### config.mk
export PLATFORM = sky130hd
export DESIGN_NAME = hazard_pipeline_regs
export DESIGN_NICKNAME = d
export VERILOG_FILES = /design/src/rtl/pipeline_pkg.sv /design/src/rtl/sat_counter.sv /design/src/rtl/hazard_pipeline_regs.sv
export SDC_FILE = /design/constraint.sdc
export NUM_CORES = 1
export LEC_CHECK = 0
export ABC_AREA = 1
export BUFFER_PORTS_ARGS = -buffer_cell sky130_fd_sc_hd__buf_2
export CAP_MARGIN = 40
export CORE_AREA = 2 2 412 414
export CTS_CLUSTER_DIAMETER = 30
export DETAILED_ROUTE_END_ITERATION = 16
export DIE_AREA = 0 0 414 416
export GPL_ROUTABILITY_DRIVEN = 0
export PLACE_DENSITY = 0.3
export SYNTH_ARGS = -nofsm -noshare
export SYNTH_HDL_FRONTEND = slang
export SYNTH_HIERARCHICAL = 1
export SYNTH_SLANG_ARGS = --single-unit
### constraint.sdc
create_clock -name clk -period 1.3 [get_ports clk]
set_input_delay 0 -clock clk [delete_from_list [all_inputs] [get_ports clk]]
set_output_delay 0 -clock clk [all_outputs]
set_load 0.02 [all_outputs]
### src/rtl/pipeline_pkg.sv
// Shared types for the fetch/decode and decode/execute pipeline registers.
package pipeline_pkg;

  localparam int XLEN               = 64;
  localparam int REGISTER_SIZE      = 5;
  localparam int INSTRUCTION_LENGTH = XLEN / 2;

  // addi x0, x0, 0
  localparam logic [INSTRUCTION_LENGTH-1:0] NOP_INSTRUCTION = 32'h0000_0013;

  typedef enum logic [1:0] {
    ST_RUN   = 2'd0,
    ST_STALL = 2'd1,
    ST_FLUSH = 2'd2
  } stage_state_t;

  typedef struct packed {
    logic [XLEN-1:0]          alu_data_in_a;
    logic [XLEN-1:0]          alu_data_in_b;
    logic [XLEN-1:0]          jbl_data_in1;
    logic [XLEN-1:0]          jbl_data_in2;
    logic [XLEN-1:0]          jbl_address_in;
    logic [XLEN-1:0]          dm_write_data;
    logic [REGISTER_SIZE-1:0] destination_reg;
    logic                     dm_read_enable;
    logic                     dm_write_enable;
    logic                     rf_write_enable;
  } de_payload_t;

endpackage

### src/rtl/sat_counter.sv
// Up-counter with synchronous clear, programmable step and saturation ceiling.
module sat_counter #(
  parameter int               WIDTH = 8,
  parameter logic [WIDTH-1:0] STEP  = WIDTH'(1),
  parameter logic [WIDTH-1:0] MAX   = '1
) (
  input  logic             clk,
  input  logic             rst,
  input  logic             clr,
  input  logic             inc,
  output logic [WIDTH-1:0] count
);

  logic [WIDTH:0] sum;

  // One extra bit so the overflow past MAX is visible before saturating.
  assign sum = {1'b0, count} + {1'b0, STEP};

  always_ff @(posedge clk or negedge rst) begin
    if (!rst) begin
      count <= '0;
    end else if (clr) begin
      count <= '0;
    end else if (inc) begin
      count <= (sum > {1'b0, MAX}) ? MAX : sum[WIDTH-1:0];
    end
  end

endmodule

### src/rtl/hazard_pipeline_regs.sv
// F/D and D/E pipeline registers with stall bubbles, flush squash, protocol check and stall watchdog.
// Define HAZARD_PERF_COUNTERS_EN to build the bubble/flush performance counters.
module hazard_pipeline_regs
  import pipeline_pkg::*;
#(
  parameter int STALL_LIMIT = 8
) (
  input  logic                          clk,
  input  logic                          rst,
  input  logic                          f_to_d_enable_ff,
  input  logic                          d_to_e_enable_ff,
  input  logic                          flush,
  input  logic [INSTRUCTION_LENGTH-1:0] fetch_instruction,
  input  logic [XLEN-1:0]               fetch_pc,
  input  de_payload_t                   d_payload,
  output logic [INSTRUCTION_LENGTH-1:0] decode_instruction,
  output logic [XLEN-1:0]               decode_pc,
  output logic                          decode_valid,
  output de_payload_t                   ex_payload,
  output logic                          ex_valid,
  output logic [1:0]                    stage_state,
  output logic                          protocol_error,
  output logic                          stall_timeout,
  output logic [31:0]                   bubble_count,
  output logic [31:0]                   flush_count
);

  localparam int RUN_W = $clog2(STALL_LIMIT + 1);

  stage_state_t     state_nxt;
  logic             is_stall;
  logic             is_flush;
  logic [RUN_W-1:0] stall_run;

  always_comb begin
    state_nxt = ST_RUN;
    if (flush) begin
      state_nxt = ST_FLUSH;
    end else if (!d_to_e_enable_ff) begin
      state_nxt = ST_STALL;
    end
  end

  assign is_stall = (state_nxt == ST_STALL);
  assign is_flush = (state_nxt == ST_FLUSH);

  always_ff @(posedge clk or negedge rst) begin
    if (!rst) begin
      decode_instruction <= NOP_INSTRUCTION;
      decode_pc          <= '0;
      decode_valid       <= 1'b0;
    end else if (flush) begin
      decode_instruction <= NOP_INSTRUCTION;
      decode_pc          <= '0;
      decode_valid       <= 1'b0;
    end else if (f_to_d_enable_ff) begin
      decode_instruction <= fetch_instruction;
      decode_pc          <= fetch_pc;
      decode_valid       <= 1'b1;
    end
  end

  always_ff @(posedge clk or negedge rst) begin
    if (!rst) begin
      ex_payload <= '0;
      ex_valid   <= 1'b0;
    end else if (flush || !d_to_e_enable_ff) begin
      ex_payload <= '0;
      ex_valid   <= 1'b0;
    end else begin
      ex_payload <= d_payload;
      ex_valid   <= decode_valid;
    end
  end

  always_ff @(posedge clk or negedge rst) begin
    if (!rst) begin
      stage_state <= ST_RUN;
    end else begin
      stage_state <= state_nxt;
    end
  end

  sat_counter #(
    .WIDTH (RUN_W),
    .STEP  (RUN_W'(1)),
    .MAX   (RUN_W'(STALL_LIMIT))
  ) u_stall_run (
    .clk   (clk),
    .rst   (rst),
    .clr   (!is_stall),
    .inc   (is_stall),
    .count (stall_run)
  );

  // Trip on the edge that brings the run to the limit, not one edge later.
  always_ff @(posedge clk or negedge rst) begin
    if (!rst) begin
      protocol_error <= 1'b0;
      stall_timeout  <= 1'b0;
    end else begin
      if (!flush && (f_to_d_enable_ff != d_to_e_enable_ff)) begin
        protocol_error <= 1'b1;
      end
      if (is_stall && (stall_run >= RUN_W'(STALL_LIMIT - 1))) begin
        stall_timeout <= 1'b1;
      end
    end
  end

`ifdef HAZARD_PERF_COUNTERS_EN
  sat_counter #(
    .WIDTH (32)
  ) u_bubble_count (
    .clk   (clk),
    .rst   (rst),
    .clr   (1'b0),
    .inc   (is_stall),
    .count (bubble_count)
  );

  sat_counter #(
    .WIDTH (32)
  ) u_flush_count (
    .clk   (clk),
    .rst   (rst),
    .clr   (1'b0),
    .inc   (is_flush),
    .count (flush_count)
  );
`else
  assign bubble_count = '0;
  assign flush_count  = '0;
`endif

endmodule

==> results.toml, run 1 <==
[run_status]
run_status = "stopped before the end"
flow.stopped_at = "4_1_cts"
firstError = "[ERROR RSZ-0060] Max buffer count reached."

[place]
numPortBuffers = 986
hpwl_mm = 70.9
placed_cell_area_mm2 = 0.0258
number_of_cells_after_detailed_placement = 4978

[cts]
cts_buffer_depth = 3
cts_made_buffers = 165
clkSinkCount = 498
holdBufCountCts = 1059
post_cts.resized_instances = 997
count_of_h_tree_levels_built_during_cts = 4
post_cts_buffers = 8
cell_chosen_for_the_clock_root = "sky130_fd_sc_hd__clkbuf_16"

[yosys]
post_synthesis_cell_type_count = 21
syn_avg_cell_area_um2 = 10.1
mapped_area_mm2 = 0.0177
yosys_register_bits = 498
postSynthCellCount = 1764
ys_seq_area_frac = 0.703
ys_warn_count = 6

[floorplanning]
initial_cell_density_of_the_core = 0.106
die_height_um = 416
die_width_um = 414
i_o_pin_count = 1051
rows = 151
cell families after synthesis:
family | share of synthesized area
simple gates | 0.159
buf+inv | 0.135
other cells | 0.000211
compound gates | 0.00155
flops | 0.703
fa+ha+maj | 0.00141
through the flow:
step           utilization  setup slack (ns)
3_5_place_dp         0.154            0.0858
3_3_place_gp         0.154            0.0682
2_1_floorplan            -             0.225
cells in the mapped netlist:
library cell,n,share of area
sky130_fd_sc_hd__nand2_2,1,0.00035
sky130_fd_sc_hd__o21bai_1,1,0.00042
sky130_fd_sc_hd__or2_4,1,0.00049
sky130_fd_sc_hd__clkinv_1,1,0.00021
sky130_fd_sc_hd__o21ai_1,2,0.00056
sky130_fd_sc_hd__dfstp_2,3,0.0044
sky130_fd_sc_hd__nand3_1,95,0.027
sky130_fd_sc_hd__inv_2,2,0.00042
sky130_fd_sc_hd__clkbuf_1,12,0.0025
sky130_fd_sc_hd__nand3_2,1,0.00056
sky130_fd_sc_hd__nand2_1,209,0.044
sky130_fd_sc_hd__nor2_1,407,0.086
sky130_fd_sc_hd__buf_4,81,0.034
sky130_fd_sc_hd__conb_1,1,0.00021
sky130_fd_sc_hd__dfrtp_1,495,0.70
sky130_fd_sc_hd__buf_1,1,0.00021
sky130_fd_sc_hd__nor2_2,2,0.00071
sky130_fd_sc_hd__a21oi_1,2,0.00056
sky130_fd_sc_hd__buf_2,44,0.012
sky130_fd_sc_hd__inv_1,401,0.085
sky130_fd_sc_hd__ha_1,2,0.0014
==> run 2, diff against run 1 <==
--- a/config.mk
+++ b/config.mk
@@ -8,12 +8,11 @@
 export ABC_AREA = 1
 export BUFFER_PORTS_ARGS = -buffer_cell sky130_fd_sc_hd__buf_2
 export CAP_MARGIN = 40
-export CORE_AREA = 2 2 412 414
-export CTS_CLUSTER_DIAMETER = 30
+export CORE_AREA = 2 2 407 409
 export DETAILED_ROUTE_END_ITERATION = 16
-export DIE_AREA = 0 0 414 416
+export DIE_AREA = 0 0 409 411
 export GPL_ROUTABILITY_DRIVEN = 0
-export PLACE_DENSITY = 0.3
+export PLACE_DENSITY_LB_ADDON = 0.15
 export SYNTH_ARGS = -nofsm -noshare
 export SYNTH_HDL_FRONTEND = slang
 export SYNTH_HIERARCHICAL = 1
==> results.toml, run 2 <==
[setup_path]
critical_path_at_ns = 1.33
timing.critical_path.fanout_max = 2
path_cells = "buf_6"
reg2reg_depth = 4
critical_path_depth = 1
path_buf_inv = 1
crit_slowest_cell = "sky130_fd_sc_hd__dfstp_2"
worst-endpoint-required_ns = 1.30
critPathLaunchType = "flip-flop"
endpoint_kind = "output port"
cpPeakStageDelay_ns = 0.56
timing.critical_path.max_delay_family = "flip-flops"
timing.setup.critical_path_class = "flip-flop to output port"

[yosys]
synth_top_area_cell = "sky130_fd_sc_hd__dfrtp_1"
post_synthesis_cell_type_count = 21
yosys-top-cells-area = "sky130_fd_sc_hd__dfrtp_1 70%, sky130_fd_sc_hd__nor2_1 8.6%, sky130_fd_sc_hd__inv_1 8.5%, sky130_fd_sc_hd__nand2_1 4.4%, sky130_fd_sc_hd__buf_4 3.4%"
ys_async_sr_fraction = 1.00
netlist_top_cells_count = "495 x sky130_fd_sc_hd__dfrtp_1, 407 x sky130_fd_sc_hd__nor2_1, 401 x sky130_fd_sc_hd__inv_1, 209 x sky130_fd_sc_hd__nand2_1, 95 x sky130_fd_sc_hd__nand3_1"
synth-edff-count = 0
postSynthCellCount = 1764
synthFlopType = "sky130_fd_sc_hd__dfrtp_1"
yosysTopAreaCellShare = 0.698
syn_avg_cell_area_um2 = 10.1
yosys_register_bits = 498
synthMostInstantiatedCell = "sky130_fd_sc_hd__dfrtp_1"
mapped_area_mm2 = 0.0177
ys_seq_area_frac = 0.703
ys_warn_count = 6

[timing]
final-hold-violation-count = 0
fmaxAchievable_mhz = 750
finalWorstSetupSlack_ns = -0.0331
worst_clock_skew_ns = 0.0202
setup_viol_count_final = 4
grt_setup_unrepaired = "yes"
finalMaxSlewViolations = 0
final_min_period_over_clock_period = 1.03
fin_crit_period_ns = 1.33

[cells_and_area]
layout-drive-gt1-share = 0.343
largest_register_ff_count = 392
synthToLayoutAreaGrowth_pct = 102
final_area_mm2 = 0.0358
mostFrequentLayoutCell = "sky130_fd_sc_hd__buf_2"
mostFrequentLayoutCells = "876 x sky130_fd_sc_hd__buf_2, 678 x sky130_fd_sc_hd__dlygate4sd3_1, 478 x sky130_fd_sc_hd__dfrtp_1, 405 x sky130_fd_sc_hd__nor2_1, 401 x sky130_fd_sc_hd__inv_1"
fin_cells = 5785
final_net_count = 4029
reg.largest.list = "ex_payload: 392 flops, decode_pc: 64 flops, decode_instruction: 32 flops"
largest_register = "ex_payload"

[power_and_ir_drop]
power_report.internal_total_w = 0.0306
total_leakage_power_nw = 20.0
clockPowerShare = 0.459
ir_drop_mv = 0.823
p_sw_frac = 0.278
power_per_cell_area_mw_per_mm2 = 1180
power.total_w = 0.0424
switchingPower_w = 0.0118
combinationalPowerShare = 0.153
sequentialPowerShare = 0.388

[routing]
drt_wl_total_mm = 98.1
via_count = 17650
dr.pass1.iters = 4
wire_per_inst_um = 17.0
drtIter0Drc = 669
drt_drc_violations_left = 0
final_antenna_net_count = 0
detail_route.vias_per_cell = 3.05

[floorplanning]
die_height_um = 411
placeableCoreArea_mm2 = 0.164
die_width_um = 409
i_o_pin_count = 1051
die_area_mm2 = 0.168
initial_cell_density_of_the_core = 0.108
rows = 149

[place]
number_of_cells_after_detailed_placement = 4963
placed_cell_area_mm2 = 0.0260
numPortBuffers = 986
hpwl_mm = 75.5
place_ws_ns = 0.0807

[job]
max_cap_violations = 0

[run_status]
failed_checks = "setup timing"
run_status = "complete, but fails checks"

[min_path]
hold_class = "primary input to flip-flop"
number_of_instances_on_the_worst_hold_path = 4

[global_routing]
first_global_vias = 19514
gr-usage-all-layers = 0.114
grt_pass1_wl_mm = 138
grt_max_degree = 49
global_route.overflow_total = 0
antenna_violations_before_repair = 17

[cts]
cts_made_buffers = 70
clk_transition_reported_paths_ns = 0.07
count_of_h_tree_levels_built_during_cts = 3
tritoncts = "built"
insertion_delay_ns = 0.65
clkSinkCount = 498
cell_chosen_for_the_clock_root = "sky130_fd_sc_hd__clkbuf_16"
cts_buffer_depth = 3
## run 2: cell counts after synthesis
Identical to the previous run, type by type.
## run 2: worst paths after layout
kind / from / slack [ns] / endpoint
worst max register to register: decode_pc[51] / 0.04 / decode_pc[51]
min in group asynchronous: rst / 0.35 / ex_payload[207]
worst min register to register: decode_pc[20] / 0.47 / decode_pc[20]
worst max-delay path: decode_instruction[1] / -0.03 / decode_instruction[1]
max in group asynchronous: rst / 0.18 / decode_instruction[4]
worst min-delay path: d_payload[157] / 0.1 / ex_payload[157]
## run 2: cell type report
class	count	area (um2)
Clock buffer	96	1950
Clock inverter	30	342
Timing Repair Buffer	1773	13600
Antenna cell	8	20.0
Multi-Input combinational cell	787	3140
Inverter	404	1520
Fill cell	18250	128000
Sequential cell	498	12500
Tap cell	2189	2740
## run 2: timing repair
item,CTS,global route
pin swaps,0,2
endpoints found under the setup margin,106,80
endpoints found under the hold margin,995,6
hold buffers,704,3
gates resized for setup,208,15
cloned,0,2
buffers inserted,3,1
## run 2: kinds of logic after synthesis
logic type                 share of synthesized area
AOI/OAI and AO/OA                            0.00155
and+or+nand+nor                                0.159
other                                       0.000211
DFF                                            0.703
buffers and inverters                          0.135
adders and majority gates                    0.00141
## run 2: metal layers
metal  GRT usage  wire [um]  vias up
met4      0.0352       2140       12
met5           0         80        -
met3      0.0358       7360      120
li1            -          -     8432
met2       0.197      49100      627
met1       0.133      39400     8459
## run 2: power groups by stage
stage          logic, W  clock network (W)  registers, W
2_1_floorplan   0.00119                  0        0.0175
4_1_cts         0.00663             0.0204        0.0165
3_5_place_dp    0.00476                  0        0.0167
3_3_place_gp    0.00480                  0        0.0167
5_1_grt         0.00704             0.0210        0.0165
6_report        0.00647             0.0194        0.0165
## run 2: metrics by stage
step	TNS, ns	utilization	hold slack, ns
after floorplan	0	-	-0.296
after global placement	0	0.158	-0.159
after detailed placement	0	0.158	-0.155
after CTS	-3.58	0.219	0.000368
after global routing	-0.913	0.219	0.0407
final	-0.0731	0.219	0.0994
No activity file was read; power rests on OpenSTA's default activity.
==> run 3, diff against run 2 <==
==> constraint.sdc (replaced) <==
create_clock -name clk -period 1.65 [get_ports clk]
set_input_delay 0 -clock clk [delete_from_list [all_inputs] [get_ports clk]]
set_output_delay 0 -clock clk [all_outputs]
set_load 0.02 [all_outputs]
==> results.toml, run 3 (synthesized netlist as in run 2, its figures left out) <==
[cells_and_area]
layout-drive-gt1-share = 0.342
final_area_mm2 = 0.0337
mostFrequentLayoutCells = "984 x sky130_fd_sc_hd__buf_2, 571 x sky130_fd_sc_hd__dlygate4sd3_1, 495 x sky130_fd_sc_hd__dfrtp_1, 407 x sky130_fd_sc_hd__nor2_1, 401 x sky130_fd_sc_hd__inv_1"
filler_cell_count = 18381
reg.largest.list = "ex_payload: 392 flops, decode_pc: 64 flops, decode_instruction: 32 flops"
multi_input_comb_area_mm2 = 0.00314
largest_register = "ex_payload"
final_net_count = 3885
final-seq-area_mm2 = 0.0125
synthToLayoutAreaGrowth_pct = 90.1
largest_register_ff_count = 392
mostFrequentLayoutCell = "sky130_fd_sc_hd__buf_2"

[setup_path]
critical_path_at_ns = 2.02
r2r_setup_slack_ns = 0.45
timing.critical_path.fanout_max = 33
timing.rr.start = "u_stall_run/count[0]"
worst-endpoint-required_ns = 2.23
critPathLaunchType = "primary input"
endpoint_kind = "flip-flop"
reg2reg_to = "u_stall_run/count[1]"
timing.setup.critical_path_class = "primary input to flip-flop"
reg2reg_depth = 7

[cts]
cts_made_buffers = 69
count_of_h_tree_levels_built_during_cts = 3
post_cts.resized_instances = 0
post_cts_buffers = 0
clkSinkCount = 498
holdBufCountCts = 572
insertion_delay_ns = 0.63
clk_transition_reported_paths_ns = 0.06
cts_buffer_depth = 3
cell_chosen_for_the_clock_root = "sky130_fd_sc_hd__clkbuf_16"
tritoncts = "built"

[global_routing]
global_route.overflow_total = 0
grt_max_degree = 77
gr-usage-all-layers = 0.111
grt_pass1_wl_mm = 134
antenna_violations_before_repair = 17
first_global_vias = 18569

[power_and_ir_drop]
total_leakage_power_nw = 19.2
power_per_cell_area_mw_per_mm2 = 977
ir_drop_mv = 0.602
switchingPower_w = 0.00908
p_sw_frac = 0.275
clockPowerShare = 0.465
combinationalPowerShare = 0.142
power_report.internal_total_w = 0.0239
sequentialPowerShare = 0.392

[place]
numPortBuffers = 986
placed_cell_area_mm2 = 0.0257
hpwl_mm = 74.8

[routing]
drtIter0Drc = 866
dr.pass1.iters = 4
drt_drc_violations_left = 0
via_count = 17022
drt_wl_total_mm = 96.1
detail_route.vias_per_cell = 3.02
wire_per_inst_um = 17.0
final_antenna_net_count = 0

[timing]
totalNegativeSetupSlack_ns = 0
grt_setup_unrepaired = "no"
final_min_period_over_clock_period = 0.875
worst_clock_skew_ns = 0.000375
fmaxAchievable_mhz = 693
fin_crit_period_ns = 1.44
finalMaxSlewViolations = 0
setup_viol_count_final = 0
final-hold-violation-count = 0

[floorplanning]
die_height_um = 411
die_area_mm2 = 0.168
die_width_um = 409
rows = 149
initial_cell_density_of_the_core = 0.108
i_o_pin_count = 1051
placeableCoreArea_mm2 = 0.164

[run_status]
run_status = "finished clean"

[job]
max_cap_violations = 0

[min_path]
holdCritStartpoint = "d_payload[25]"
whs_endpoint = "ex_payload[25]"
hold_class = "primary input to flip-flop"
number_of_instances_on_the_worst_hold_path = 4
-- run 3: layer usage --
metal	track usage	vias to the layer above	share of wire
met5	0	-	0.00040
met2	0.188	666	0.49
met4	0.0357	6	0.026
met1	0.130	8091	0.40
met3	0.0383	129	0.080
li1	-	8130	-
-- run 3: final cells by class --
class / count / area share
sequential: 498 / 0.370
multi-input combinational: 787 / 0.0930
inverter: 404 / 0.0450
timing repair buffer: 1630 / 0.342
clock inverter: 27 / 0.0102
antenna: 7 / 0.000519
clock buffer: 97 / 0.0579
tap: 2189 / 0.0812
-- run 3: stage by stage --
step,utilization,hold slack (ns),power (W),std cells,setup WS (ns)
2_1_floorplan,-,-0.296,0.0147,1827,0.575
3_3_place_gp,0.157,-0.0600,0.0169,4936,0.341
3_5_place_dp,0.157,-0.0620,0.0168,4936,0.330
4_1_cts,0.206,0.000496,0.0338,5632,0.139
5_1_grt,0.206,0.0416,0.0346,5637,0.125
6_report,0.206,0.105,0.0330,5639,0.206
-- run 3: how the worst max path moves through the flow --
stage                                       to                  from  cells past startpoint
after floorplan           u_stall_run/count[3]  u_stall_run/count[0]                      5
after global placement         ex_payload[362]                 flush                      6
after detailed placement       ex_payload[307]                 flush                      6
after CTS                        decode_pc[55]         decode_pc[55]                      1
after global routing             decode_pc[45]      f_to_d_enable_ff                      7
final                            decode_pc[46]      f_to_d_enable_ff                      7
-- run 3: critical path: stages --
cell,delay [ns]
sky130_fd_sc_hd__dlygate4sd3_1,0.53
sky130_fd_sc_hd__buf_4,0.24
sky130_fd_sc_hd__buf_12,0.26
sky130_fd_sc_hd__buf_4,0.23
sky130_fd_sc_hd__nand3_1,0.10
sky130_fd_sc_hd__nand2_1,0.09
sky130_fd_sc_hd__dlygate4sd3_1,0.54
-- run 3: power groups by stage --
stage          clock network [W]  registers, W  logic (W)
2_1_floorplan                  0        0.0138   0.000936
3_3_place_gp                   0        0.0132    0.00370
3_5_place_dp                   0        0.0131    0.00368
4_1_cts                   0.0161        0.0129    0.00483
5_1_grt                   0.0165        0.0130    0.00510
6_report                  0.0153        0.0129    0.00468
==> run 4, diff against run 3 <==
--- a/config.mk
+++ b/config.mk
@@ -8,9 +8,9 @@
 export ABC_AREA = 1
 export BUFFER_PORTS_ARGS = -buffer_cell sky130_fd_sc_hd__buf_2
 export CAP_MARGIN = 40
-export CORE_AREA = 2 2 407 409
+export CORE_AREA = 2 2 410 412
 export DETAILED_ROUTE_END_ITERATION = 16
-export DIE_AREA = 0 0 409 411
+export DIE_AREA = 0 0 412 414
 export GPL_ROUTABILITY_DRIVEN = 0
 export PLACE_DENSITY_LB_ADDON = 0.15
 export SYNTH_ARGS = -nofsm -noshare
==> results.toml, run 4 (synthesized netlist as in run 2, its figures left out) <==
[run_status]
run_status = "finished clean"

[cells_and_area]
synthToLayoutAreaGrowth_pct = 93.1
filler_cell_count = 18690
mostFrequentLayoutCells = "984 x sky130_fd_sc_hd__buf_2, 634 x sky130_fd_sc_hd__dlygate4sd3_1, 495 x sky130_fd_sc_hd__dfrtp_1, 407 x sky130_fd_sc_hd__nor2_1, 401 x sky130_fd_sc_hd__inv_1"
final-seq-area_mm2 = 0.0125
fin_util = 0.206
largest_register = "ex_payload"
final_net_count = 3951
multi_input_comb_area_mm2 = 0.00314
reg.largest.list = "ex_payload: 392 flops, decode_pc: 64 flops, decode_instruction: 32 flops"
layout-drive-gt1-share = 0.335
mostFrequentLayoutCell = "sky130_fd_sc_hd__buf_2"
largest_register_ff_count = 392

[power_and_ir_drop]
sequentialPowerShare = 0.395
combinationalPowerShare = 0.147
power_per_cell_area_mw_per_mm2 = 953
total_leakage_power_nw = 19.3
power.total_w = 0.0326
p_sw_frac = 0.274
power_report.internal_total_w = 0.0237
clockPowerShare = 0.457
ir_drop_mv = 0.633
switchingPower_w = 0.00895

[cts]
insertion_delay_ns = 0.63
cts_made_buffers = 68
count_of_h_tree_levels_built_during_cts = 3
tritoncts = "built"
cts_buffer_depth = 3
cell_chosen_for_the_clock_root = "sky130_fd_sc_hd__clkbuf_16"
clkSinkCount = 498
post_cts.resized_instances = 0
clk_transition_reported_paths_ns = 0.06

[setup_path]
cp_common_cell = "sky130_fd_sc_hd__dlygate4sd3_1"
worst-endpoint-required_ns = 2.15
timing.critical_path.fanout_max = 2
path_cells = "dlygate4sd3_1 -> buf_2 -> nand3_1 -> dlygate4sd3_1 -> nand2_1 -> dlygate4sd3_1"
critPathLaunchType = "primary input"
timing.setup.critical_path_class = "primary input to flip-flop"
critical_path_at_ns = 1.99
cpPeakStageDelay_ns = 0.60
endpoint_kind = "flip-flop"
crit_slowest_cell = "sky130_fd_sc_hd__dlygate4sd3_1"

[min_path]
hold_class = "primary input to async pin"

[global_routing]
global_route.overflow_total = 0
met1_usage = 0.127
grt_max_degree = 65
grt_use_met3 = 0.0379
gr-max-usage-layer = "met2"
first_global_vias = 19279
grt_pass1_wl_mm = 138
gr-usage-all-layers = 0.113
globalRouteMet2Util = 0.194
antenna_violations_before_repair = 18

[routing]
via_count = 17417
wire_per_inst_um = 17.1
drtIter0Drc = 608
dr.pass1.iters = 4
drt_wl_total_mm = 97.9
drt_drc_violations_left = 0
detail_route.vias_per_cell = 3.05
final_antenna_net_count = 0

[timing]
worst_clock_skew_ns = 0.00396
finalMaxSlewViolations = 0
totalNegativeSetupSlack_ns = 0
final-hold-violation-count = 0
setup_viol_count_final = 0
grt_setup_unrepaired = "no"
final_min_period_over_clock_period = 0.906
fmaxAchievable_mhz = 669
fin_crit_period_ns = 1.49

[floorplanning]
i_o_pin_count = 1051
die_area_mm2 = 0.171
rows = 150
die_width_um = 412
die_height_um = 414
initial_cell_density_of_the_core = 0.107
placeableCoreArea_mm2 = 0.166

[place]
hpwl_mm = 75.5
numPortBuffers = 986

[job]
max_cap_violations = 0
[run 4: cell count changes in the layout (fill, tap and decap cells not counted)]
cell and change:
sky130_fd_sc_hd__buf_12 -5, sky130_fd_sc_hd__buf_4 +9, sky130_fd_sc_hd__bufinv_16 -2, sky130_fd_sc_hd__clkbuf_8 +3, sky130_fd_sc_hd__clkinv_16 -1, sky130_fd_sc_hd__clkinv_2 -7, sky130_fd_sc_hd__clkinv_4 -2, sky130_fd_sc_hd__clkinv_8 -1
sky130_fd_sc_hd__clkinvlp_4 +3, sky130_fd_sc_hd__diode_2 +3, sky130_fd_sc_hd__dlygate4sd3_1 +63, sky130_fd_sc_hd__inv_4 +1, sky130_fd_sc_hd__inv_6 -1
[run 4: final timing paths]
| path | cells past startpoint | to | from | slack [ns] |
|---|---|---|---|---|
| hold / removal | 3 | ex_payload[371] | rst | 0.07 |
| setup / recovery | 6 | decode_pc[41] | fetch_pc[41] | 0.16 |
| hold reg to reg | 2 | stall_timeout | stall_timeout | 0.46 |
| min in group clk | 4 | decode_valid | f_to_d_enable_ff | 0.08 |
| max in group asynchronous | 4 | ex_payload[108] | rst | 0.99 |
| setup reg to reg | 3 | decode_instruction[1] | decode_instruction[1] | 0.38 |
[run 4: per-stage QoR]
step | std cells | hold WS [ns] | worst slack, ns | area, um2
global placement | 4953 | -0.0866 | 0.387 | 25600
floorplan | 1827 | -0.296 | 0.575 | 18000
CTS | 5705 | 0.00371 | 0.0734 | 34200
global route | 5714 | 0.0434 | 0.144 | 34200
finish | 5717 | 0.0718 | 0.156 | 34200
detailed placement | 4953 | -0.0909 | 0.395 | 25600
[run 4: area by class of cell]
class,count,share of cell area
multi-input cells,787,0.0916
clock buffers,100,0.0582
inverters,404,0.0444
well taps,2204,0.0805
diodes,10,0.000731
repair buffers,1697,0.355
flip-flops and latches,498,0.364
clock inverters,17,0.00595
[run 4: worst max-delay path: cells and delay by family]
kind | cells | cell delay (ns)
buffers and inverters | 4 | 1.86
and+or+nand+nor | 2 | 0.13
[run 4: what timing repair did]
| item | in CTS | in global routing |
|---|---|---|
| endpoints found under the setup margin | 0 | 7 |
| hold endpoints to repair | 995 | 0 |
| buffers inserted | 0 | 2 |
| hold buffers | 635 | 0 |
[run 4: power by group through the flow]
stage,clock [W],sequential (W),combinational [W]
3_3_place_gp,0,0.0131,0.00371
2_1_floorplan,0,0.0138,0.000936
3_5_place_dp,0,0.0131,0.00369
6_report,0.0149,0.0129,0.00481
5_1_grt,0.0162,0.0130,0.00525
4_1_cts,0.0157,0.0129,0.00495
[run 4: metal layers]
layer,part of all wire,wire [um]
met4,0.037,3580
met3,0.084,8210
met5,0.00067,66
met1,0.39,38000
met2,0.49,48000
